### src/rtl/vx_fpu_csr_unit_pkg.sv
//============================================================================
// Module : VX_fpu_pkg
// Brief  : FPU CSR types, request-op encoding and shared CSR defines.
// Rev    : 1.0
//============================================================================
`default_nettype none

`ifndef NUM_WARPS
`define NUM_WARPS 4
`endif
`ifndef NUM_FPU_BLOCKS
`define NUM_FPU_BLOCKS 2
`endif
`ifndef FPUQ_SIZE
`define FPUQ_SIZE 4
`endif
`ifndef NW_WIDTH
`define NW_WIDTH 2
`endif
`ifndef INST_FRM_BITS
`define INST_FRM_BITS 3
`endif
`ifndef VX_CSR_FFLAGS
`define VX_CSR_FFLAGS 12'h001
`endif
`ifndef VX_CSR_FRM
`define VX_CSR_FRM 12'h002
`endif
`ifndef VX_CSR_FCSR
`define VX_CSR_FCSR 12'h003
`endif

package VX_fpu_pkg;

  typedef struct packed {
    logic nv;
    logic dz;
    logic of;
    logic uf;
    logic nx;
  } fflags_t;

  typedef enum logic [1:0] {
    CSR_OP_WRITE = 2'd0,
    CSR_OP_SET   = 2'd1,
    CSR_OP_CLEAR = 2'd2,
    CSR_OP_READ  = 2'd3
  } csr_op_e;

  typedef enum logic [1:0] {
    IDLE   = 2'd0,
    DRAIN  = 2'd1,
    SETTLE = 2'd2
  } csr_state_e;

  function automatic logic [7:0] csr_apply(input csr_op_e op,
                                           input logic [7:0] old_val,
                                           input logic [7:0] opnd);
    case (op)
      CSR_OP_WRITE: csr_apply = opnd;
      CSR_OP_SET:   csr_apply = old_val | opnd;
      CSR_OP_CLEAR: csr_apply = old_val & ~opnd;
      default:      csr_apply = old_val;
    endcase
  endfunction

endpackage

`default_nettype wire

### src/rtl/vx_fpu_csr_unit_pending.sv
//============================================================================
// Module : VX_fpu_csr_pending
// Brief  : Per-warp count of FPU ops issued but not yet retired.
//          Built only when FPU_CSR_DRAIN_EN is defined.
// Rev    : 1.0
//============================================================================
`default_nettype none

`ifdef FPU_CSR_DRAIN_EN
module VX_fpu_csr_pending #(
  parameter NUM_WARPS    = `NUM_WARPS,
  parameter NUM_BLOCKS   = `NUM_FPU_BLOCKS,
  parameter PENDING_SIZE = `FPUQ_SIZE,
  parameter CNT_W        = $clog2(NUM_BLOCKS * PENDING_SIZE + 1)
) (
  input  logic                                  clk,
  input  logic                                  reset,
  input  logic [NUM_BLOCKS-1:0]                 i_issue_valid,
  input  logic [NUM_BLOCKS-1:0][`NW_WIDTH-1:0]  i_issue_wid,
  input  logic [NUM_BLOCKS-1:0]                 i_commit_valid,
  input  logic [NUM_BLOCKS-1:0][`NW_WIDTH-1:0]  i_commit_wid,
  output logic [NUM_WARPS-1:0][CNT_W-1:0]       o_pending
);

  localparam logic [CNT_W:0] MAX_CNT = (CNT_W + 1)'(NUM_BLOCKS * PENDING_SIZE);

  for (genvar W = 0; W < NUM_WARPS; W++) begin : g_warp
    logic [CNT_W-1:0] r_cnt;
    logic [CNT_W:0]   w_inc;
    logic [CNT_W:0]   w_dec;
    logic [CNT_W:0]   w_sum;

    always_comb begin
      w_inc = '0;
      w_dec = '0;
      for (int b = 0; b < NUM_BLOCKS; b++) begin
        if (i_issue_valid[b] && i_issue_wid[b] == `NW_WIDTH'(W))
          w_inc = w_inc + (CNT_W + 1)'(1);
        if (i_commit_valid[b] && i_commit_wid[b] == `NW_WIDTH'(W))
          w_dec = w_dec + (CNT_W + 1)'(1);
      end
      w_sum = {1'b0, r_cnt} + w_inc;
    end

    // Retiring more than is outstanding is a pipeline bug; clamp at zero.
    always_ff @(posedge clk) begin
      if (reset) begin
        r_cnt <= '0;
      end else begin
        assert (w_sum >= w_dec);
        assert ((w_sum < w_dec) || ((w_sum - w_dec) <= MAX_CNT));
        if (w_sum < w_dec)
          r_cnt <= '0;
        else
          r_cnt <= CNT_W'(w_sum - w_dec);
      end
    end

    assign o_pending[W] = r_cnt;
  end

endmodule
`endif

`default_nettype wire

### src/rtl/vx_fpu_csr_unit.sv
//============================================================================
// Module : vx_fpu_csr_unit
// Brief  : Per-warp fflags/frm storage with CSR access; FPU_CSR_DRAIN_EN
//          adds in-flight tracking so flag reads wait for the FPU to drain.
// Rev    : 1.0
//============================================================================
`default_nettype none

module vx_fpu_csr_unit
  import VX_fpu_pkg::*;
#(
  parameter NUM_WARPS    = `NUM_WARPS,
  parameter NUM_BLOCKS   = `NUM_FPU_BLOCKS,
  parameter PENDING_SIZE = `FPUQ_SIZE
) (
  input  logic                                      clk,
  input  logic                                      reset,
  input  logic [NUM_BLOCKS-1:0][`NW_WIDTH-1:0]      fpu_read_wid,
  output logic [NUM_BLOCKS-1:0][`INST_FRM_BITS-1:0] fpu_read_frm,
  input  logic [NUM_BLOCKS-1:0]                     fpu_write_enable,
  input  logic [NUM_BLOCKS-1:0][`NW_WIDTH-1:0]      fpu_write_wid,
  input  logic [NUM_BLOCKS-1:0][4:0]                fpu_write_fflags,
  input  logic [NUM_BLOCKS-1:0]                     fpu_issue_valid,
  input  logic [NUM_BLOCKS-1:0][`NW_WIDTH-1:0]      fpu_issue_wid,
  input  logic [NUM_BLOCKS-1:0]                     fpu_commit_valid,
  input  logic [NUM_BLOCKS-1:0][`NW_WIDTH-1:0]      fpu_commit_wid,
  input  logic                                      csr_req_valid,
  output logic                                      csr_req_ready,
  input  logic [`NW_WIDTH-1:0]                      csr_req_wid,
  input  logic [11:0]                               csr_req_addr,
  input  logic [1:0]                                csr_req_op,
  input  logic [7:0]                                csr_req_wdata,
  output logic                                      csr_rsp_valid,
  output logic [31:0]                               csr_rsp_data
);

  fflags_t                    r_fflags [NUM_WARPS];
  logic [`INST_FRM_BITS-1:0]  r_frm    [NUM_WARPS];
  logic                       r_rsp_valid;
  logic [31:0]                r_rsp_data;

  logic [4:0] w_fpu_flags [NUM_WARPS];
  logic       w_is_fflags;
  logic       w_is_frm;
  logic       w_is_fcsr;
  logic [7:0] w_old;
  logic [7:0] w_opnd;
  logic [7:0] w_new;
  logic       w_ready;
  logic       w_accept;

  for (genvar b = 0; b < NUM_BLOCKS; b++) begin : g_read
    assign fpu_read_frm[b] = r_frm[fpu_read_wid[b]];
  end

  always_comb begin
    for (int w = 0; w < NUM_WARPS; w++) begin
      w_fpu_flags[w] = '0;
      for (int b = 0; b < NUM_BLOCKS; b++) begin
        if (fpu_write_enable[b] && fpu_write_wid[b] == `NW_WIDTH'(w))
          w_fpu_flags[w] = w_fpu_flags[w] | fpu_write_fflags[b];
      end
    end
  end

  assign w_is_fflags = (csr_req_addr == `VX_CSR_FFLAGS);
  assign w_is_frm    = (csr_req_addr == `VX_CSR_FRM);
  assign w_is_fcsr   = (csr_req_addr == `VX_CSR_FCSR);

  // Operate in the field's own bit space; unknown addresses see zero.
  always_comb begin
    w_old  = '0;
    w_opnd = '0;
    if (w_is_fflags) begin
      w_old  = {3'b000, r_fflags[csr_req_wid]};
      w_opnd = {3'b000, csr_req_wdata[4:0]};
    end else if (w_is_frm) begin
      w_old  = {5'b00000, r_frm[csr_req_wid]};
      w_opnd = {5'b00000, csr_req_wdata[2:0]};
    end else if (w_is_fcsr) begin
      w_old  = {r_frm[csr_req_wid], r_fflags[csr_req_wid]};
      w_opnd = csr_req_wdata;
    end
    w_new = csr_apply(csr_op_e'(csr_req_op), w_old, w_opnd);
  end

  assign w_accept = csr_req_valid && w_ready;

  always_ff @(posedge clk) begin
    if (reset) begin
      for (int w = 0; w < NUM_WARPS; w++) begin
        r_fflags[w] <= '0;
        r_frm[w]    <= '0;
      end
      r_rsp_valid <= 1'b0;
      r_rsp_data  <= '0;
    end else begin
      for (int w = 0; w < NUM_WARPS; w++) begin
        // FPU flags landing with a CSR write still accumulate on top of it.
        if (w_accept && csr_req_wid == `NW_WIDTH'(w) && (w_is_fflags || w_is_fcsr))
          r_fflags[w] <= w_new[4:0] | w_fpu_flags[w];
        else
          r_fflags[w] <= r_fflags[w] | w_fpu_flags[w];
        if (w_accept && csr_req_wid == `NW_WIDTH'(w) && w_is_frm)
          r_frm[w] <= w_new[2:0];
        else if (w_accept && csr_req_wid == `NW_WIDTH'(w) && w_is_fcsr)
          r_frm[w] <= w_new[7:5];
      end
      r_rsp_valid <= w_accept;
      if (w_accept)
        r_rsp_data <= {24'b0, w_old};
    end
  end

`ifdef FPU_CSR_DRAIN_EN
  localparam int CNT_W = $clog2(NUM_BLOCKS * PENDING_SIZE + 1);

  logic [NUM_WARPS-1:0][CNT_W-1:0] w_pending;
  csr_state_e                      r_state;
  logic                            w_pend_zero;
  logic                            w_issue_hit;

  VX_fpu_csr_pending #(
    .NUM_WARPS    (NUM_WARPS),
    .NUM_BLOCKS   (NUM_BLOCKS),
    .PENDING_SIZE (PENDING_SIZE),
    .CNT_W        (CNT_W)
  ) u_pending (
    .clk            (clk),
    .reset          (reset),
    .i_issue_valid  (fpu_issue_valid),
    .i_issue_wid    (fpu_issue_wid),
    .i_commit_valid (fpu_commit_valid),
    .i_commit_wid   (fpu_commit_wid),
    .o_pending      (w_pending)
  );

  assign w_pend_zero = (w_pending[csr_req_wid] == '0);

  always_comb begin
    w_issue_hit = 1'b0;
    for (int b = 0; b < NUM_BLOCKS; b++) begin
      if (fpu_issue_valid[b] && fpu_issue_wid[b] == csr_req_wid)
        w_issue_hit = 1'b1;
    end
  end

  // frm is never written by the FPU, so only flag accesses must wait.
  always_comb begin
    w_ready = 1'b0;
    if (!reset) begin
      case (r_state)
        IDLE:    w_ready = csr_req_valid && (w_is_frm || (w_pend_zero && !w_issue_hit));
        SETTLE:  w_ready = 1'b1;
        default: w_ready = 1'b0;
      endcase
    end
  end

  always_ff @(posedge clk) begin
    if (reset) begin
      r_state <= IDLE;
    end else begin
      case (r_state)
        IDLE:    if (csr_req_valid && (w_is_fflags || w_is_fcsr) && !w_pend_zero)
                   r_state <= DRAIN;
        DRAIN:   if (w_pend_zero)
                   r_state <= SETTLE;
        SETTLE:  r_state <= IDLE;
        default: r_state <= IDLE;
      endcase
    end
  end
`else
  logic w_unused_fpu_pipe;
  assign w_unused_fpu_pipe = ^{fpu_issue_valid, fpu_issue_wid, fpu_commit_valid,
                               fpu_commit_wid, (PENDING_SIZE > 0)};
  assign w_ready = !reset;
`endif

  assign csr_req_ready = w_ready;
  assign csr_rsp_valid = r_rsp_valid;
  assign csr_rsp_data  = r_rsp_data;

endmodule

`default_nettype wire

### config.mk
export PLATFORM = sky130hd
export DESIGN_NAME = vx_fpu_csr_unit
export DESIGN_NICKNAME = d
export VERILOG_FILES = /design/src/rtl/vx_fpu_csr_unit_pkg.sv /design/src/rtl/vx_fpu_csr_unit_pending.sv /design/src/rtl/vx_fpu_csr_unit.sv
export SDC_FILE = /design/constraint.sdc
export NUM_CORES = 1
export LEC_CHECK = 0
export ABC_CLOCK_PERIOD_IN_PS = 3900
export BUFFER_PORTS_ARGS = -buffer_cell sky130_fd_sc_hd__buf_4
export CORE_MARGIN = 4
export CORE_UTILIZATION = 55
export CTS_BUF_LIST = sky130_fd_sc_hd__clkbuf_16
export DETAILED_ROUTE_END_ITERATION = 16
export GPL_TIMING_DRIVEN = 0
export PLACE_DENSITY = 0.86
export RECOVER_POWER = 100
export SLEW_MARGIN = 20
export SYNTH_ARGS = -nofsm -noshare
export SYNTH_HDL_FRONTEND = slang
export SYNTH_SLANG_ARGS = --single-unit
export TNS_END_PERCENT = 100
### constraint.sdc
create_clock -name clk -period 3.9 [get_ports clk]
set_input_delay 0.39 -clock clk [delete_from_list [all_inputs] [get_ports clk]]
set_output_delay 0.39 -clock clk [all_outputs]
set_load 0.05 [all_outputs]
* Yosys cells after proc, flatten, opt, wreduce, memory -nomap -nowiden
Memory sizes are Yosys's and may differ from the RTL's.
Cells that the tools add are included.
** Storage, ports and cells
- RAM bits :: 32
- Input bits :: 59
- Output and inout bits :: 40
- Flip-flop bits (word level) :: 9
- Memories kept :: 2
- Word-level logic and storage cells :: 165
** Operators by class
- Multiplexer cells :: 85
- Reductions and logical operators :: 31
- Bitwise logic cells :: 31
- Eq/ne operators :: 14
** Memory list
- r_fflags :: words 4, bits a word 5, rd ports 5, clocked after Yosys merged registers in 0, wr ports 4, RTL line vx_fpu_csr_unit.sv:37 : fflags_t r_fflags [NUM_WARPS];
- r_frm :: words 4, bits a word 3, rd ports 3, clocked after Yosys merged registers in 0, wr ports 4, RTL line vx_fpu_csr_unit.sv:38 : logic [`INST_FRM_BITS-1:0] r_frm [NUM_WARPS];
** Operator list (number)
- 5-bit two-way mux :: 16
- 5-bit bitwise OR :: 12
- 1-bit two-way mux :: 54
- 8-bit two-way mux :: 6
- 1-bit logical AND :: 25
- 12-bit by 2-bit == test with 1-bit output (second input constant) :: 2
- 3-bit two-way mux :: 8
- 8-bit one-hot mux with 3 select lines :: 1
- 1-bit bitwise OR :: 16
- 2-bit == test (second input constant) :: 7
- 12-bit by 1-bit == test with 1-bit output (second input constant) :: 1
- 8-bit bitwise AND :: 1
- 2-bit by 1-bit == test with 1-bit output (second input constant) :: 4
- 2-bit zero test :: 4
- 8-bit inverter :: 1
- 8-bit bitwise OR :: 1
- 1-bit zero test :: 1
- 1-bit logical OR :: 1

* Logic depth before layout (Yosys ltp)
- Depth after elaboration :: 10
- Mapped depth :: 6
- Mapped depth without buffers :: 5

* Least setup slack after synthesis
No wires, ideal clock.
- Path kind :: input port to flip-flop
- Start :: input port csr_req_addr[9]
- End :: memory r_frm[0][0] (netlist bit), enable pin
- Buffers on the path :: 1
- Setup time :: 0.316 ns
- Setup slack :: 1.992 ns
- Data required time :: 3.584 ns
- Stages on the path :: 6
- Data arrival time :: 1.592 ns
- Path through :: nor4_4 > and2_1 > buf_6 > and3_2 > nand2_1 > nand2_1
** RTL lines
- start: declaration :: RTL line vx_fpu_csr_unit.sv:30 : input logic [11:0] csr_req_addr,
- end: declaration :: RTL line vx_fpu_csr_unit.sv:38

==> impl_metrics.csv <==
group,metric,value,unit
clock_network,numCtsBuffers,5,
power_and_ir_drop,power.switching,0.345,mW
floorplanning,dieArea,6720,sq um
timing,relSlewSlack,0.0531,
global_routing,grt_pass1_vias,2750,
timing,hold_viol_final,0,
clock_network,clk_pin_slew,0.06,ns
layout,area_growth,25.2,%
setup_path,cp-start-kind,"primary input",
timing,clock_skew,0.00890,ns
routing,drt_wl_total,8450,um
timing,period_share,0.720,
power_and_ir_drop,power_frac_clock,0.368,
clock_network,cts-root-buf,"clkbuf_16",
setup_path,r2r_end,"r_frm[1][1]",
floorplanning,fp.dieW,82.0,um
layout,diodes,0,
power_and_ir_drop,power_density,329,nW/um^2
global_routing,grt_pass1_wl,13000,um
timing,finalSetupTns,0,ns
floorplanning,io_pins,99,
placement,port_buffers,60,
global_routing,groute.usage.overall,0.255,
routing,postRouteAntennaNets,0,
setup_path,critPathCaptureType,"register",
power_and_ir_drop,power.leakage,1.51,nW
setup_path,path_cells,"clkbuf_4 -> nor4_1 -> nand3_1 -> o21ai_0 -> o21ai_0 -> a21oi_1",
power_and_ir_drop,p_seq_frac,0.409,
timing,worst_pin_slew,1.41,ns
clock_network,clk_path_buf_depth,2,
power_and_ir_drop,p_int,0.896,mW
setup_path,worstSetupPathType,"in -> reg",
layout,fillerInstances,410,
layout,final_nets,459,
placement,routabilityCongestion,0.989,
clock_network,postCtsSetupBuffers,0,
synth,syn_area_per_cell,10.3,sq um
setup_path,max_stage_delay,1.15,ns
global_routing,grt_start_max_net_pins,13,
synth,synth-edff-count,32,
synth,ys_warn_count,0,
setup_path,reg2reg_depth,5,
routing,drtIter0Drc,479,
placement,dp_hpwl,6520,um
global_routing,grt-ovfl-total,0,
setup_path,crit_slowest_cell,"nor4_1",
setup_path,rrSetupSlack,1.65,ns
global_routing,antenna_found_initial,0,
floorplanning,initial_core_util,0.578,
min_path,min_from,"reset",
routing,routedWlPerCell,18.0,um
setup_path,crit_top_cell,"o21ai_0",
clock_network,cts_sinks,41,
clock_network,cts_hold_buf,0,
timing,rsz0062_at_grt,"false",
min_path,hold_class,"in -> reg",
routing,vias,2916,
clock_network,cts_repair_resize_count,0,
setup_path,cp.arrival,2.94,ns
synth,synthArstFlopShare,0,
power_and_ir_drop,fin_total_pwr,1.24,mW
floorplanning,core,5200,sq um
routing,drc,0,
layout,final_cells,470,
setup_path,critPathRequiredTime,4.03,ns
synth,synth_cells,291,
min_path,whs_endpoint,"csr_rsp_data[1]",
power_and_ir_drop,p_sw_frac,0.278,
outcome,status,"complete, no violations",
power_and_ir_drop,vdd_drop_max,0.224,mV
timing,hold_ws,0.334,ns
routing,avgViaCountPerCell,6.20,
placement,dp_cells,463,
layout,layout_commonest_cell,"buf_4",
layout,drive_gt1_frac,0.280,
min_path,whs_path_depth,2,
synth,yosysUniqueCellTypes,50,
timing,period_minus_slack,2.81,ns
timing,drv_slew,0,
synth,ys_seq_area_frac,0.379,
timing,finalSetupViolations,0,
timing,clock.fmax,0.356,GHz
clock_network,insertion_delay,0.29,ns
power_and_ir_drop,pwr-share-comb,0.223,
routing,first_pass_iters,8,
synth,netlist_area,3010,sq um
setup_path,worstReg2RegStart,"r_frm[1][1]",
setup_path,crit_fanout,10,
floorplanning,die_y,82.0,um
synth,synth-seq-cells,41,
flow_run,maxCapViolations,0,
clock_network,cts_tree,"done",
synth,synth_top_flop_cell,"edfxtp_1",
clock_network,cts_max_level,2,
layout,most-common-layout-cells,"69 x buf_4, 44 x conb_1, 32 x edfxtp_1",
floorplanning,num_rows,26,
## per-stage QoR
stage	utilization	instance area (sq um)	setup slack (ns)
final	0.724	3770	1.09
after global routing	0.724	3770	0.890
after CTS	0.743	3860	1.87
after detailed placement	0.712	3700	1.60
after global placement	0.712	3700	1.67
after floorplan	-	3170	1.99
## synthesized netlist by cell type, drive strengths merged, types with 8 or more instances
cell type,n,area (sq um)
edfxtp,32,961
a21oi,31,155
buf,28,211
nand2,26,100
nor2,16,60.1
a222oi,15,150
o21ai,15,75.1
mux4,14,319
nand3,11,77.6
and3,9,66.3
dfxtp,9,180
a22o,8,71.3
## logic make-up (layout without fill, tap and decap cells)
family / Yosys count / count (layout) / share of synthesized area
other: 2 / 44 / 0.00250
muxes: 15 / 15 / 0.109
and+or+nand+nor: 106 / 106 / 0.213
buffers and inverters: 42 / 109 / 0.101
AOI/OAI and AO/OA: 85 / 85 / 0.195
DFF: 41 / 41 / 0.379
## how the worst max path moves through the flow
stage                          startpoint              to  cells after the start
final                     csr_req_addr[5]  r_fflags[2][2]                      6
after detailed placement  csr_req_addr[9]  r_fflags[0][1]                      6
after floorplan           csr_req_addr[9]     r_frm[0][0]                      6
after global placement    csr_req_addr[9]  r_fflags[0][1]                      7
after global routing      csr_req_addr[5]  r_fflags[2][2]                      6
after CTS                     r_frm[1][1]     r_frm[1][1]                      5
## worst max-delay path: cells and delay by family
kind                   cells  cell delay (ns)
AND/OR/NAND/NOR            2             1.51
buffers and inverters      1             0.11
AO/OA/AOI/OAI              3             0.91
## registers in the layout, summed over array words and instances (netlist names)
name           count
csr_rsp_data       8
r_frm             12
csr_rsp_valid      1
r_fflags          20
## per-layer routing
layer	track usage	wire length [um]	share of wire
met3	0.0461	985	0.12
met4	0.106	256	0.030
met1	0.301	3020	0.36
met2	0.455	4190	0.50
met5	0	0	0
## final cells by class
| type | instances | area (sq um) | share of cell area |
|---|---|---|---|
| multi-input cells | 250 | 1690 | 0.448 |
| flip-flops and latches | 41 | 1140 | 0.303 |
| repair buffers | 60 | 390 | 0.104 |
| plain buffers | 35 | 277 | 0.0734 |
| clock buffers | 5 | 125 | 0.0332 |
| well taps | 70 | 87.6 | 0.0232 |
| clock inverters | 2 | 35.0 | 0.00930 |
| inverters | 7 | 26.3 | 0.00697 |
## power groups by stage
stage	Combinational [mW]	Sequential, mW	Clock (mW)
after detailed placement	0.278	0.516	0
after global routing	0.293	0.508	0.481
after CTS	0.280	0.507	0.458
after floorplan	0.188	0.515	0
final	0.277	0.507	0.457
after global placement	0.273	0.514	0
Note: power is estimated with default switching activity, not from simulation.
